File: config.mk
export PLATFORM = sky130hd
export DESIGN_NAME = boot_pipeline_controller_flat
export DESIGN_NICKNAME = d
export VERILOG_FILES = /design/src/rtl/lapido_pkg.sv /design/src/rtl/boot_pipeline_controller_if.sv /design/src/rtl/load_use_detect.sv /design/src/rtl/boot_pipeline_controller.sv /design/src/flat_wrapper.sv
export SDC_FILE = /design/constraint.sdc
export NUM_CORES = 1
export LEC_CHECK = 0
export CAP_MARGIN = 10
export CORE_AREA = 2 2 133 135
export DETAILED_ROUTE_END_ITERATION = 6
export DIE_AREA = 0 0 135 137
export PLACE_DENSITY = 0.46
export SETUP_SLACK_MARGIN = 0.3
export SLEW_MARGIN = 20
export SYNTH_ARGS = -nofsm -noshare
export SYNTH_HDL_FRONTEND = slang
export SYNTH_SLANG_ARGS = --single-unit
File: constraint.sdc
create_clock -name clock -period 2.7 [get_ports clock]
set_input_delay 0.405 -clock clock [delete_from_list [all_inputs] [get_ports clock]]
set_output_delay 0.405 -clock clock [all_outputs]
set_load 0.1 [all_outputs]
File: src/rtl/lapido_pkg.sv
`default_nettype none
// ---------------------------------------------------------------------------
// lapido_pkg
//   Shared definitions for the Lapido pipeline: sequencer state encoding and
//   register-index width.
//   Rev 1.0 - initial release
// ---------------------------------------------------------------------------
package lapido_pkg;

  localparam int REG_IDX_W = 4;

  typedef enum logic [1:0] {
    ST_LOAD  = 2'd0,
    ST_CLEAR = 2'd1,
    ST_RUN   = 2'd2,
    ST_HALT  = 2'd3
  } state_t;

endpackage
`default_nettype wire

File: src/rtl/boot_pipeline_controller_if.sv
`default_nettype none
// ---------------------------------------------------------------------------
// boot_pipeline_controller_if
//   Bios, instruction-memory and pipeline-control signals of the sequencer.
//   Rev 1.0 - initial release
// ---------------------------------------------------------------------------
interface boot_pipeline_controller_if #(
  parameter int ADDR_WIDTH = 32
);
  import lapido_pkg::*;

  logic                  boot_valid;
  logic [31:0]           boot_data;
  logic                  halt;
  logic                  memRead_id_ex;
  logic [REG_IDX_W-1:0]  registerFileWrite_id_ex;
  logic [REG_IDX_W-1:0]  rs_a;
  logic [REG_IDX_W-1:0]  rs_b;

  logic [ADDR_WIDTH-1:0] imem_address;
  logic [31:0]           imem_data;
  logic                  imem_we;
  logic                  imem_oe;
  logic                  rf_reset;
  logic                  enable_pc;
  logic                  if_id_write;
  logic                  id_ex_flush;
  logic [1:0]            state;

  // The sequencer side.
  modport master (
    input  boot_valid, boot_data, halt, memRead_id_ex,
           registerFileWrite_id_ex, rs_a, rs_b,
    output imem_address, imem_data, imem_we, imem_oe, rf_reset,
           enable_pc, if_id_write, id_ex_flush, state
  );

  // The processor / bios side.
  modport slave (
    output boot_valid, boot_data, halt, memRead_id_ex,
           registerFileWrite_id_ex, rs_a, rs_b,
    input  imem_address, imem_data, imem_we, imem_oe, rf_reset,
           enable_pc, if_id_write, id_ex_flush, state
  );

endinterface
`default_nettype wire

File: src/rtl/load_use_detect.sv
`default_nettype none
// ---------------------------------------------------------------------------
// load_use_detect
//   Combinational load-use hazard comparator; all 16 registers are real.
//   Rev 1.0 - initial release
// ---------------------------------------------------------------------------
module load_use_detect
  import lapido_pkg::*;
(
  input  wire logic                 mem_read,
  input  wire logic [REG_IDX_W-1:0] rd,
  input  wire logic [REG_IDX_W-1:0] rs_a,
  input  wire logic [REG_IDX_W-1:0] rs_b,
  output logic                      hazard
);

  assign hazard = mem_read && ((rd == rs_a) || (rd == rs_b));

endmodule
`default_nettype wire

File: src/rtl/boot_pipeline_controller.sv
`default_nettype none
// ---------------------------------------------------------------------------
// boot_pipeline_controller
//   Copies the bios image into instruction memory, holds the register file
//   in reset, then runs the pipeline with load-use stalls and halt.
//   Rev 1.0 - initial release
// ---------------------------------------------------------------------------
module boot_pipeline_controller
  import lapido_pkg::*;
#(
  parameter int BOOT_WORDS   = 16,
  parameter int ADDR_WIDTH   = 32,
  parameter int CLEAR_CYCLES = 4
) (
  input  wire logic                clock,
  input  wire logic                reset,
  boot_pipeline_controller_if.master bus
);

  localparam int CLR_W = (CLEAR_CYCLES > 1) ? $clog2(CLEAR_CYCLES) : 1;
  localparam logic [ADDR_WIDTH:0] LAST_WORD  = (ADDR_WIDTH + 1)'(BOOT_WORDS - 1);
  localparam logic [CLR_W-1:0]    LAST_CLEAR = CLR_W'(CLEAR_CYCLES - 1);

  state_t                state_q, state_d;
  // One extra bit so the count can reach BOOT_WORDS without wrapping.
  logic [ADDR_WIDTH:0]   word_cnt_q, word_cnt_d;
  logic [CLR_W-1:0]      clear_cnt_q, clear_cnt_d;
  logic [ADDR_WIDTH-1:0] imem_address_q, imem_address_d;
  logic [31:0]           imem_data_q, imem_data_d;
  logic                  imem_we_q, imem_we_d;

  logic hazard;
  logic rf_reset;
  logic imem_oe;
  logic enable_pc;
  logic if_id_write;
  logic id_ex_flush;

  load_use_detect u_load_use_detect (
    .mem_read (bus.memRead_id_ex),
    .rd       (bus.registerFileWrite_id_ex),
    .rs_a     (bus.rs_a),
    .rs_b     (bus.rs_b),
    .hazard   (hazard)
  );

  always_comb begin
    state_d        = state_q;
    word_cnt_d     = word_cnt_q;
    clear_cnt_d    = clear_cnt_q;
    imem_address_d = imem_address_q;
    imem_data_d    = imem_data_q;
    imem_we_d      = 1'b0;
    rf_reset       = 1'b1;
    imem_oe        = 1'b0;
    enable_pc      = 1'b0;
    if_id_write    = 1'b0;
    id_ex_flush    = 1'b1;

    case (state_q)
      ST_LOAD: begin
        if (bus.boot_valid) begin
          imem_we_d      = 1'b1;
          imem_address_d = word_cnt_q[ADDR_WIDTH-1:0];
          imem_data_d    = bus.boot_data;
          word_cnt_d     = word_cnt_q + 1'b1;
          if (word_cnt_q == LAST_WORD) begin
            state_d = ST_CLEAR;
          end
        end
      end
      ST_CLEAR: begin
        if (clear_cnt_q == LAST_CLEAR) begin
          state_d = ST_RUN;
        end else begin
          clear_cnt_d = clear_cnt_q + 1'b1;
        end
      end
      ST_RUN: begin
        rf_reset    = 1'b0;
        imem_oe     = 1'b1;
        // A halting instruction freezes fetch, but the bubble still follows
        // the hazard so a stalled load is not lost.
        enable_pc   = !hazard && !bus.halt;
        if_id_write = !hazard && !bus.halt;
        id_ex_flush = hazard;
        if (bus.halt) begin
          state_d = ST_HALT;
        end
      end
      ST_HALT: begin
        rf_reset = 1'b0;
        imem_oe  = 1'b1;
      end
      default: begin
        state_d = ST_LOAD;
      end
    endcase
  end

  always_ff @(posedge clock) begin
    if (reset) begin
      state_q        <= ST_LOAD;
      word_cnt_q     <= '0;
      clear_cnt_q    <= '0;
      imem_address_q <= '0;
      imem_data_q    <= '0;
      imem_we_q      <= 1'b0;
    end else begin
      state_q        <= state_d;
      word_cnt_q     <= word_cnt_d;
      clear_cnt_q    <= clear_cnt_d;
      imem_address_q <= imem_address_d;
      imem_data_q    <= imem_data_d;
      imem_we_q      <= imem_we_d;
    end
  end

  assign bus.imem_address = imem_address_q;
  assign bus.imem_data    = imem_data_q;
  assign bus.imem_we      = imem_we_q;
  assign bus.imem_oe      = imem_oe;
  assign bus.rf_reset     = rf_reset;
  assign bus.enable_pc    = enable_pc;
  assign bus.if_id_write  = if_id_write;
  assign bus.id_ex_flush  = id_ex_flush;
  assign bus.state        = state_q;

endmodule
`default_nettype wire

File: src/flat_wrapper.sv
// flat-port wrapper written by rule: the top's interface ports become plain ports
module boot_pipeline_controller_flat import lapido_pkg::*;
#(
  parameter int BOOT_WORDS   = 16,
  parameter int ADDR_WIDTH   = 32,
  parameter int CLEAR_CYCLES = 4
)
  (clock, reset, bus_boot_valid, bus_boot_data, bus_halt, bus_memRead_id_ex, bus_registerFileWrite_id_ex, bus_rs_a, bus_rs_b, bus_imem_address, bus_imem_data, bus_imem_we, bus_imem_oe, bus_rf_reset, bus_enable_pc, bus_if_id_write, bus_id_ex_flush, bus_state);
  boot_pipeline_controller_if #(.ADDR_WIDTH(ADDR_WIDTH)) bus_i ();
  input  wire logic clock;
  input  wire logic reset;
  input wire logic [$bits(bus_i.boot_valid)-1:0] bus_boot_valid;
  input wire logic [$bits(bus_i.boot_data)-1:0] bus_boot_data;
  input wire logic [$bits(bus_i.halt)-1:0] bus_halt;
  input wire logic [$bits(bus_i.memRead_id_ex)-1:0] bus_memRead_id_ex;
  input wire logic [$bits(bus_i.registerFileWrite_id_ex)-1:0] bus_registerFileWrite_id_ex;
  input wire logic [$bits(bus_i.rs_a)-1:0] bus_rs_a;
  input wire logic [$bits(bus_i.rs_b)-1:0] bus_rs_b;
  output wire logic [$bits(bus_i.imem_address)-1:0] bus_imem_address;
  output wire logic [$bits(bus_i.imem_data)-1:0] bus_imem_data;
  output wire logic [$bits(bus_i.imem_we)-1:0] bus_imem_we;
  output wire logic [$bits(bus_i.imem_oe)-1:0] bus_imem_oe;
  output wire logic [$bits(bus_i.rf_reset)-1:0] bus_rf_reset;
  output wire logic [$bits(bus_i.enable_pc)-1:0] bus_enable_pc;
  output wire logic [$bits(bus_i.if_id_write)-1:0] bus_if_id_write;
  output wire logic [$bits(bus_i.id_ex_flush)-1:0] bus_id_ex_flush;
  output wire logic [$bits(bus_i.state)-1:0] bus_state;
  assign bus_i.boot_valid = bus_boot_valid;
  assign bus_i.boot_data = bus_boot_data;
  assign bus_i.halt = bus_halt;
  assign bus_i.memRead_id_ex = bus_memRead_id_ex;
  assign bus_i.registerFileWrite_id_ex = bus_registerFileWrite_id_ex;
  assign bus_i.rs_a = bus_rs_a;
  assign bus_i.rs_b = bus_rs_b;
  assign bus_imem_address = bus_i.imem_address;
  assign bus_imem_data = bus_i.imem_data;
  assign bus_imem_we = bus_i.imem_we;
  assign bus_imem_oe = bus_i.imem_oe;
  assign bus_rf_reset = bus_i.rf_reset;
  assign bus_enable_pc = bus_i.enable_pc;
  assign bus_if_id_write = bus_i.if_id_write;
  assign bus_id_ex_flush = bus_i.id_ex_flush;
  assign bus_state = bus_i.state;
  boot_pipeline_controller #(.BOOT_WORDS(BOOT_WORDS), .ADDR_WIDTH(ADDR_WIDTH), .CLEAR_CYCLES(CLEAR_CYCLES)) u_core (.clock(clock), .reset(reset), .bus(bus_i));
endmodule
==> out/results.ini <==
[job]
drv_cap=0

[critical_path]
worst_setup_path_end_kind=output port
required_ps=2300
worst-path-stages=7
r2r-start=u_core.bus.state[0]$_SDFFE_PP0P_
reg2reg_to=u_core.word_cnt_q[31]$_SDFFE_PP0P_
path_cells=clkdlybuf4s50_1 -> xor2_1 -> nor4_1 -> o21ai_1 -> nand2_4 -> nor2_4 -> buf_12
path_max_fanout=2
crit_path_start_kind=input pin
endpoint=bus_if_id_write
cp_slowest_cell=clkdlybuf4s50_1
critPathBufInv=2
worstSetupStartpoint=bus_registerFileWrite_id_ex[3]
r2r_slack_ps=540
r2r_cells=7
critPathTopFamily=buffers and inverters
cp_slowest_stage_delay_ps=510
cp_data_arrival_time_ps=1870
worstSetupPathType=in -> out

[final_layout]
post_route_cells_drive_above_1_share=0.169
synthToLayoutAreaGrowth_pct=37.3
layout.nets=675
final_common_cell=nand2_1
utilization=0.338
layout_common_cells=nand2_1, dfxtp_1, buf_4
antenna_cells=0

[global_routing]
grt.busiest_layer=met2
grt_pass1_wl_mm=18.1
grt_use_met2=0.199
grt_pass1_vias=3599
grt_overflow=0
grtUsageMet3=0.0285
antenna_found_initial=0
grtUsageTotal=0.123
grt_use_met1=0.162
grt_max_degree=74

[sta]
final.min_clock_period_ps=2270
slew_headroom=0.465
maxClockFrequency_mhz=440
setup_viol=0
rsz0062_at_grt=false
fin_crit_sh=0.841
finalMaxSlewViolations=0
fin_ws_ps=430
finalHoldViolations=0
setup_tns_ps=0
tightest_slew_ps=802
fin_skew_ps=9.98

[placement]
dp_slack_ps=304
post-dp-hpwl_mm=7.75
port_buffers=120
routabilityCongestion=0.759

[cts]
cts_tree=built
cts_root_buffer=clkbuf_16
clock_sinks=102
clock_path_buffers=2
clk_latency_ps=350
h-tree-depth=3
post_cts_resize_count=0
cts-buffers-inserted=9
postCtsSetupRepairBufs=0
cts_hold_repair.buffers=0
clk_pin_slew_worst_paths_ps=60

[detailed_routing]
routed_wl_mm=11.1
route.detailed.drc=0
via_count=3742
vias_per_cell=4.41
dr.pass1.iters=4
routedWlPerCell_um=13.1
drt-initial-drc-count=172
ant_nets=0

[synth]
synth_cells=516
yosysWarningCount=0
ys_types=34
syn-cell-area_um2=4200
async_flop_share=0
ys.flop_type=dfxtp_1
synth-seq-area-share=0.486
synth_seq_cells=102
synth-edff-count=0
avgSynthCellArea_um2=8.14
syn_nets=572

[die]
fp.dieH_um=137
rows=48
initial_utilization=0.246
die_x_um=135
die-area_um2=18500
coreArea_um2=17100
io_pins=121

[status]
outcome=completed

[power]
p_per_area_nw_per_um2=859
p_total_mw=4.95
ir_drop_mv=1.06
p_leak_nw=2.20

[hold_path]
hold_path.class=reg -> reg
min_from=u_core.bus.imem_data[31]$_SDFFE_PP0P_

[where the power goes]
| group | internal [mW] | total, mW | switching [mW] |
|---|---|---|---|
| Combinational | 0.462 | 1.93 | 1.47 |
| Sequential | 1.63 | 1.72 | 0.0866 |
| Clock | 0.740 | 1.30 | 0.560 |
[metal layers]
layer | part of all wire | wire [um] | vias up
met1 | 0.48 | 5290 | 1743
met4 | 0.013 | 148 | 0
met2 | 0.46 | 5170 | 81
met5 | 0 | 0 | -
met3 | 0.047 | 519 | 10
li1 | - | - | 1908
[worst reg2reg max path: cells and delay by family, from the launching register on]
kind | cells | cell delay [ps]
buffers and inverters | 1 | 130
adders and majority gates | 1 | 310
DFF | 1 | 370
xor gates and xnor gates | 1 | 150
and+or+nand+nor | 4 | 1090
[cell usage after synthesis (all sizes together) (4+ instances only)]
cell type  count  area share
clkbuf        23       0.021
nand3         11       0.013
nor3           8      0.0095
buf           11       0.012
nand2        141        0.13
inv            6      0.0054
nand4         15       0.026
ha             7       0.021
xnor2         12       0.025
and3           5      0.0075
dfxtp        102        0.49
and4           4      0.0083
nor4          12       0.027
a21oi         67       0.080
xor2          28       0.058
nor2          41       0.037
[registers in the layout, indices dropped and copies added, names as in the netlist]
signal and cells:
u_core.word_cnt_q 33, u_core.bus.imem_address 32, u_core.bus.imem_data 32, u_core.clear_cnt_q 2, u_core.bus.state 2, u_core.bus.imem_we 1
[cell type report]
class                   count  area [um2]
clock buffers              12         246
clock inverters             3        45.0
fillers                  1810       11300
inverters                   6        26.3
multi-input cells         374        2010
flip-flops and latches    102        2050
well taps                 225         282
repair buffers            126        1100
[logic make-up (layout without fill, tap and decap cells)]
logic type / count (synthesis) / count (layout) / synth area share
compound gates: 72 / 72 / 0.0867
xor+xnor: 40 / 40 / 0.0835
fa+ha+maj: 7 / 7 / 0.0209
buf+inv: 40 / 147 / 0.0385
flops: 102 / 102 / 0.486
mux: 2 / 2 / 0.00477
simple gates: 253 / 253 / 0.279
[through the flow]
| stage | hold slack [ps] | cells | instance area, um2 |
|---|---|---|---|
| finish | 453 | 848 | 5760 |
| global route | 475 | 848 | 5760 |
| CTS | 455 | 848 | 5760 |
| detailed placement | 447 | 833 | 5470 |
| global placement | 442 | 833 | 5470 |
| floorplan | 465 | 516 | 4230 |
[worst min path at each step]
stage | to | slack (ps) | depth (start not counted)
CTS | u_core.bus.imem_data[31]$_SDFFE_PP0P_ | 460 | 2
global placement | u_core.bus.imem_data[17]$_SDFFE_PP0P_ | 440 | 2
floorplan | u_core.clear_cnt_q[1]$_SDFFE_PP0P_ | 460 | 2
global route | u_core.bus.imem_data[28]$_SDFFE_PP0P_ | 470 | 2
detailed placement | u_core.bus.imem_data[31]$_SDFFE_PP0P_ | 450 | 2
finish | u_core.bus.imem_data[31]$_SDFFE_PP0P_ | 450 | 2
No activity file was read; power rests on OpenSTA's default activity.
